===== src/rtl/regfile_sb.sv =====
// Multi-port register file with a busy scoreboard: 2 write, 3 read, 1 reserve port.
// Read data and busy flags are registered (1-cycle latency); no flow control, every port is accepted every cycle.
module regfile_sb #(
  parameter int WIDTH   = 32,
  parameter int DEPTH   = 16,
  parameter int BYPASS  = 1,
  parameter int ZERO_R0 = 0
) (
  input  logic                     clk,
  input  logic                     rst_n,
  input  logic                     we0,
  input  logic                     we1,
  input  logic [$clog2(DEPTH)-1:0] waddr0,
  input  logic [$clog2(DEPTH)-1:0] waddr1,
  input  logic [WIDTH-1:0]         wdata0,
  input  logic [WIDTH-1:0]         wdata1,
  input  logic                     rsv_en,
  input  logic [$clog2(DEPTH)-1:0] rsv_addr,
  input  logic [$clog2(DEPTH)-1:0] raddr0,
  input  logic [$clog2(DEPTH)-1:0] raddr1,
  input  logic [$clog2(DEPTH)-1:0] raddr2,
  output logic [WIDTH-1:0]         rdata0,
  output logic [WIDTH-1:0]         rdata1,
  output logic [WIDTH-1:0]         rdata2,
  output logic                     rbusy0,
  output logic                     rbusy1,
  output logic                     rbusy2,
  output logic [DEPTH-1:0]         busy_vec
);

  localparam int AW = $clog2(DEPTH);

  logic [WIDTH-1:0] mem     [DEPTH];
  logic [WIDTH-1:0] mem_nxt [DEPTH];
  logic [DEPTH-1:0] busy;
  logic [DEPTH-1:0] busy_nxt;

  logic wr0_ok;
  logic wr1_ok;
  logic rsv_ok;

  // A hardwired r0 swallows every write and reservation aimed at it.
  assign wr0_ok = we0    && !((ZERO_R0 != 0) && (waddr0   == '0));
  assign wr1_ok = we1    && !((ZERO_R0 != 0) && (waddr1   == '0));
  assign rsv_ok = rsv_en && !((ZERO_R0 != 0) && (rsv_addr == '0));

  // Port 1 is applied after port 0 so it wins on a collision; a reservation
  // is applied last so it wins over a same-edge write-back.
  always_comb begin
    for (int i = 0; i < DEPTH; i++) begin
      mem_nxt[i]  = mem[i];
      busy_nxt[i] = busy[i];
      if (wr0_ok && (waddr0 == AW'(i))) begin
        mem_nxt[i]  = wdata0;
        busy_nxt[i] = 1'b0;
      end
      if (wr1_ok && (waddr1 == AW'(i))) begin
        mem_nxt[i]  = wdata1;
        busy_nxt[i] = 1'b0;
      end
      if (rsv_ok && (rsv_addr == AW'(i))) begin
        busy_nxt[i] = 1'b1;
      end
    end
  end

  logic [AW-1:0]    raddr  [3];
  logic [WIDTH-1:0] rd_src [3];
  logic             rb_src [3];

  assign raddr[0] = raddr0;
  assign raddr[1] = raddr1;
  assign raddr[2] = raddr2;

  always_comb begin
    for (int p = 0; p < 3; p++) begin
      rd_src[p] = (BYPASS != 0) ? mem_nxt[raddr[p]]  : mem[raddr[p]];
      rb_src[p] = (BYPASS != 0) ? busy_nxt[raddr[p]] : busy[raddr[p]];
      if ((ZERO_R0 != 0) && (raddr[p] == '0)) begin
        rd_src[p] = '0;
        rb_src[p] = 1'b0;
      end
    end
  end

  always_ff @(posedge clk or negedge rst_n) begin
    if (!rst_n) begin
      for (int i = 0; i < DEPTH; i++) begin
        mem[i] <= '0;
      end
      busy   <= '0;
      rdata0 <= '0;
      rdata1 <= '0;
      rdata2 <= '0;
      rbusy0 <= 1'b0;
      rbusy1 <= 1'b0;
      rbusy2 <= 1'b0;
    end else begin
      for (int i = 0; i < DEPTH; i++) begin
        mem[i] <= mem_nxt[i];
      end
      busy   <= busy_nxt;
      rdata0 <= rd_src[0];
      rdata1 <= rd_src[1];
      rdata2 <= rd_src[2];
      rbusy0 <= rb_src[0];
      rbusy1 <= rb_src[1];
      rbusy2 <= rb_src[2];
    end
  end

  assign busy_vec = busy;

endmodule


===== config.mk =====
export PLATFORM = sky130hd
export DESIGN_NAME = regfile_sb
export DESIGN_NICKNAME = d
export VERILOG_FILES = /design/src/rtl/regfile_sb.sv
export SDC_FILE = /design/constraint.sdc
export NUM_CORES = 2
export LEC_CHECK = 0
export ABC_CLOCK_PERIOD_IN_PS = 1700
export CORE_MARGIN = 5
export CORE_UTILIZATION = 25
export DETAILED_ROUTE_END_ITERATION = 8
export GPL_ROUTABILITY_DRIVEN = 0
export PLACE_DENSITY_LB_ADDON = 0.2
export SLEW_MARGIN = 5
export SYNTH_ARGS = -nofsm -noshare
export SYNTH_HDL_FRONTEND = slang
export SYNTH_SLANG_ARGS = --single-unit

===== constraint.sdc =====
create_clock -name clk -period 1.7 [get_ports clk]
set_input_delay 0.34 -clock clk [delete_from_list [all_inputs] [get_ports clk]]
set_output_delay 0.34 -clock clk [all_outputs]
set_load 0.05 [all_outputs]

Word-level counts from Yosys, hierarchy flattened. Index checks and enable logic that the tools add are counted.

Add/sub/neg operators: 0. Reduce and logical (&&, ||, !) cells: 51. Order comparisons: 6. Shifts and indexed selects: 0. Bitwise logic cells: 3. Equal/unequal tests: 45. Div/mod/pow operators: 0. Multipliers: 0. Muxes and demuxes: 95.

Operator list (count): 32-bit two-way mux (38); 32-bit binary-select mux with 4-bit select (3); 4-bit == test, second input constant (24); 1-bit two-way mux (51); 4-bit by 3-bit == test with 1-bit output, second input constant (12); 1-bit logical AND (48); 4-bit by 2-bit == test with 1-bit output, second input constant (6); 5-bit >= comparator, second input constant (3); 4-bit by 5-bit < comparator with 1-bit output, second input constant (3); 4-bit NOT with 5-bit output (3); 1-bit binary-select mux with 4-bit select (3); 4-bit by 1-bit == test with 1-bit output, second input constant (3); 4-bit zero test (3).

Bits of input ports: 93. Output and inout port bits: 115. Word-level logic and storage cells: 223. Memory bits (writable): 0. Bits in read-only memories: 0. Memories: 0. Bits in registers: 627. Latch bits: 0.

Depth between registers and ports, before layout.
Depth after elaboration: 7. Gate-level depth with buffers: 10. Mapped depth without buffers: 6.

Worst setup path after synthesis. No wires, ideal clock.

Path type: input port to flip-flop. Start: in raddr0[0]. End: reg rdata0[20]. Setup time: 0.124 ns. Arrival: 2.170 ns. Path buffers: 3. Stages: 6. Slack: -0.594 ns. Required time: 1.576 ns. Cells stage by stage: clkbuf_1 > clkbuf_1 > clkbuf_1 > mux4_2 > a22oi_1 > nand2_1.

RTL lines: from (decl) (RTL line 19) `input logic [$clog2(DEPTH)-1:0] raddr0,`; to (signal assigned) (RTL line 103) `rdata0 <= rd_src[0];`; to (decl) (RTL line 22) `output logic [WIDTH-1:0] rdata0,`.

==> results.toml <==
[yosys]
ys_seq_elements = 627
synth_warnings = 0
synthFlopType = "dfrtp_1"
synth_edf_count = 0
async_reset_ff_share_pct = 100
syn_nets = 4290
syn_avg_cell_area_um2 = 9.66
synth_cell_types = 29
yosysSeqAreaShare_pct = 38.7
netlist_instances = 4197
synth_area_mm2 = 0.0406

[clock_network]
clk_latency_ns = 0.71
cts_tree = "built"
cts_sinks = 627
path_clk_slew_ns = 0.06
cts.path.max_buffers = 3
tritoncts.num_buffers = 80
cts-root-buf = "clkbuf_16"
htree_levels = 3

[pwr]
leakage_nw = 23.0
irDropWorstVdd_mv = 0.634
powerDensity_mw_per_mm2 = 1070
total_power_mw = 66.2

[critical_path]
cp_max_fo = 7
crit_top_cell = "buf_12"
path_cells = "buf_8 -> or3b_4 -> buf_12 -> buf_12 -> buf_16 -> o21ai_4 -> a31oi_4 -> mux4_2 -> a22oi_2 -> nand2_1"
r2r_cells = 5
slowest_delay_ns = 0.49
cp_slowest_cell = "mux4_2"
end_kind = "flop"
cp_data_arrival_time_ns = 2.50
critPathKind = "in2reg"
start_kind = "primary input"
cp.required_ns = 2.27

[die]
die_h_um = 413
die_area_mm2 = 0.170
rows = 147
start_util_pct = 25.2
die_x_um = 413
ioPinCount = 208
core-area_mm2 = 0.161

[detailed_routing]
drtAntennaViolNets = 0
num_vias = 44100
route.detailed.drc = 0
drt_iter0_markers = 5544
via_per_inst = 6.25
first_pass_iters = 6
drt_wl_total_um = 243000
drt-wirelength-per-cell_um = 34.4

[placed_design]
numPortBuffers = 207
post-dp-hpwl_um = 145000

[sta]
max_freq_ghz = 0.520
drv_slew = 0
fin_skew_ns = 0.0207
finalCritPeriodShare_pct = 113
finalSetupViolCount = 100
final.setup.tns_ns = -9.82
rsz0062_at_grt = "true"
slew_headroom_pct = 60.6
fin_crit_ns = 1.92
hold_viol_final = 0
fin_ws_ns = -0.224
worstMarginPinSlew_ns = 0.590

[global_routing]
grt_max_degree = 73
grt_pass1_vias = 43300
grt_overflow = 0
antenna_found_initial = 6
grt_pass1_wl_um = 334000
grt.total_usage_pct = 27.1

[finish]
syn2layout_area_growth_pct = 52.6
final_common_cell = "buf_4"
drive_above_1_share_pct = 46.5
utilization_pct = 38.5
layout_common_cells = "buf_4, nand2_1, dfrtp_1"
final_net_count = 4923

[status]
violations = "setup timing"
outcome = "finished with violations"

[job]
drv_cap = 0

[worst_hold_path]
hold_class = "in2async"
Yosys cell counts, drive strengths merged (3+ instances only):
cell type | count | area [um2]
nand2 | 642 | 2410
dfrtp | 627 | 15700
o21ai | 524 | 2620
a31oi | 512 | 3200
nor3 | 512 | 2560
clkbuf | 453 | 1700
mux4 | 384 | 8650
a22oi | 192 | 1440
buf | 109 | 507
and3b | 70 | 613
and3 | 35 | 219
nor3b | 34 | 255
o22ai | 24 | 150
nand3 | 13 | 65.1
nand2b | 12 | 75.1
nor2b | 11 | 68.8
o221ai | 9 | 78.8
a32o | 6 | 60.1
nor2 | 6 | 22.5
or2 | 6 | 37.5
and2 | 4 | 25.0
nand3b | 4 | 30.0
and4 | 3 | 26.3
or3b | 3 | 26.3
per-layer routing:
layer / part of all wire, % / up-vias / GRT usage [%] / wire length, um
met3: 12 / 663 / 7.68 / 29400
met5: 0.0021 / - / 0 / 5
li1: - / 17500 / - / -
met2: 43 / 3200 / 40.1 / 105000
met4: 5.0 / 2 / 12.7 / 12200
met1: 40 / 22800 / 36.8 / 95900
layout make-up:
cell class                 count  area [um2]
multi-input combinational   3008       27700
fill                       15600       99000
clock buffer                 123        2410
timing repair buffer        1113       13100
tap                         2160        2700
antenna                        4        10.0
clock inverter                24         234
sequential                   627       15700
sequential cells by signal, indices dropped and copies added (netlist names):
signal / flops
rbusy1: 1
rbusy0: 1
mem: 512
rdata2: 32
rdata1: 32
busy_vec: 16
rbusy2: 1
rdata0: 32
power breakdown:
part / internal [mW] / switching (mW) / total [mW]
Clock: 10.3 / 7.59 / 17.9
Sequential: 18.7 / 1.77 / 20.5
Combinational: 13.1 / 14.7 / 27.8
Total: 42.1 / 24.1 / 66.2
repair_timing:
| action | CTS | global route |
|---|---|---|
| hold buffers | 1 | 0 |
| cloned | 28 | 14 |
| endpoints found under the setup margin | 209 | 113 |
| gates resized for setup | 727 | 504 |
| hold endpoints to repair | 298 | 0 |
| setup buffers | 69 | 18 |
| pin swaps | 176 | 64 |
per-stage QoR:
stage | instance area [um2] | hold WS [ns] | setup WS, ns | cells
after floorplan | 40600 | 0.0444 | -0.578 | 4197
after global routing | 61900 | 0.144 | -0.263 | 7055
final | 61900 | 0.116 | -0.224 | 7059
after global placement | 52100 | 0.218 | -1.34 | 6781
after detailed placement | 52100 | 0.215 | -1.37 | 6781
after CTS | 59000 | 0.111 | -0.183 | 7026
final timing paths:
check,slack [ns],endpoint,startpoint
worst max-delay path,-0.22,rdata0[20],waddr0[3]
worst min-delay path,0.12,mem[162],rst_n
worst max register to register,0.09,rdata2[28],mem[156]
worst min register to register,0.58,mem[71],mem[71]
max in group asynchronous,0.75,mem[11],rst_n
min in group clk,0.33,mem[487],wdata0[7]
critical path: cells and delay by family:
kind                   cells  cell delay (ns)
AO/OA/AOI/OAI              3             0.52
buffers and inverters      4             0.58
multiplexers               1             0.49
AND/OR/NAND/NOR            2             0.53
kinds of logic after synthesis:
kind of cell           count (synthesis)  synth area share [%]
AO/OA/AOI/OAI                       1269                  18.7
flip-flops                           627                  38.7
AND/OR/NAND/NOR                     1355                  15.9
buffers and inverters                562                  5.44
multiplexers                         384                  21.3
(Power assumes the default switching activity.)
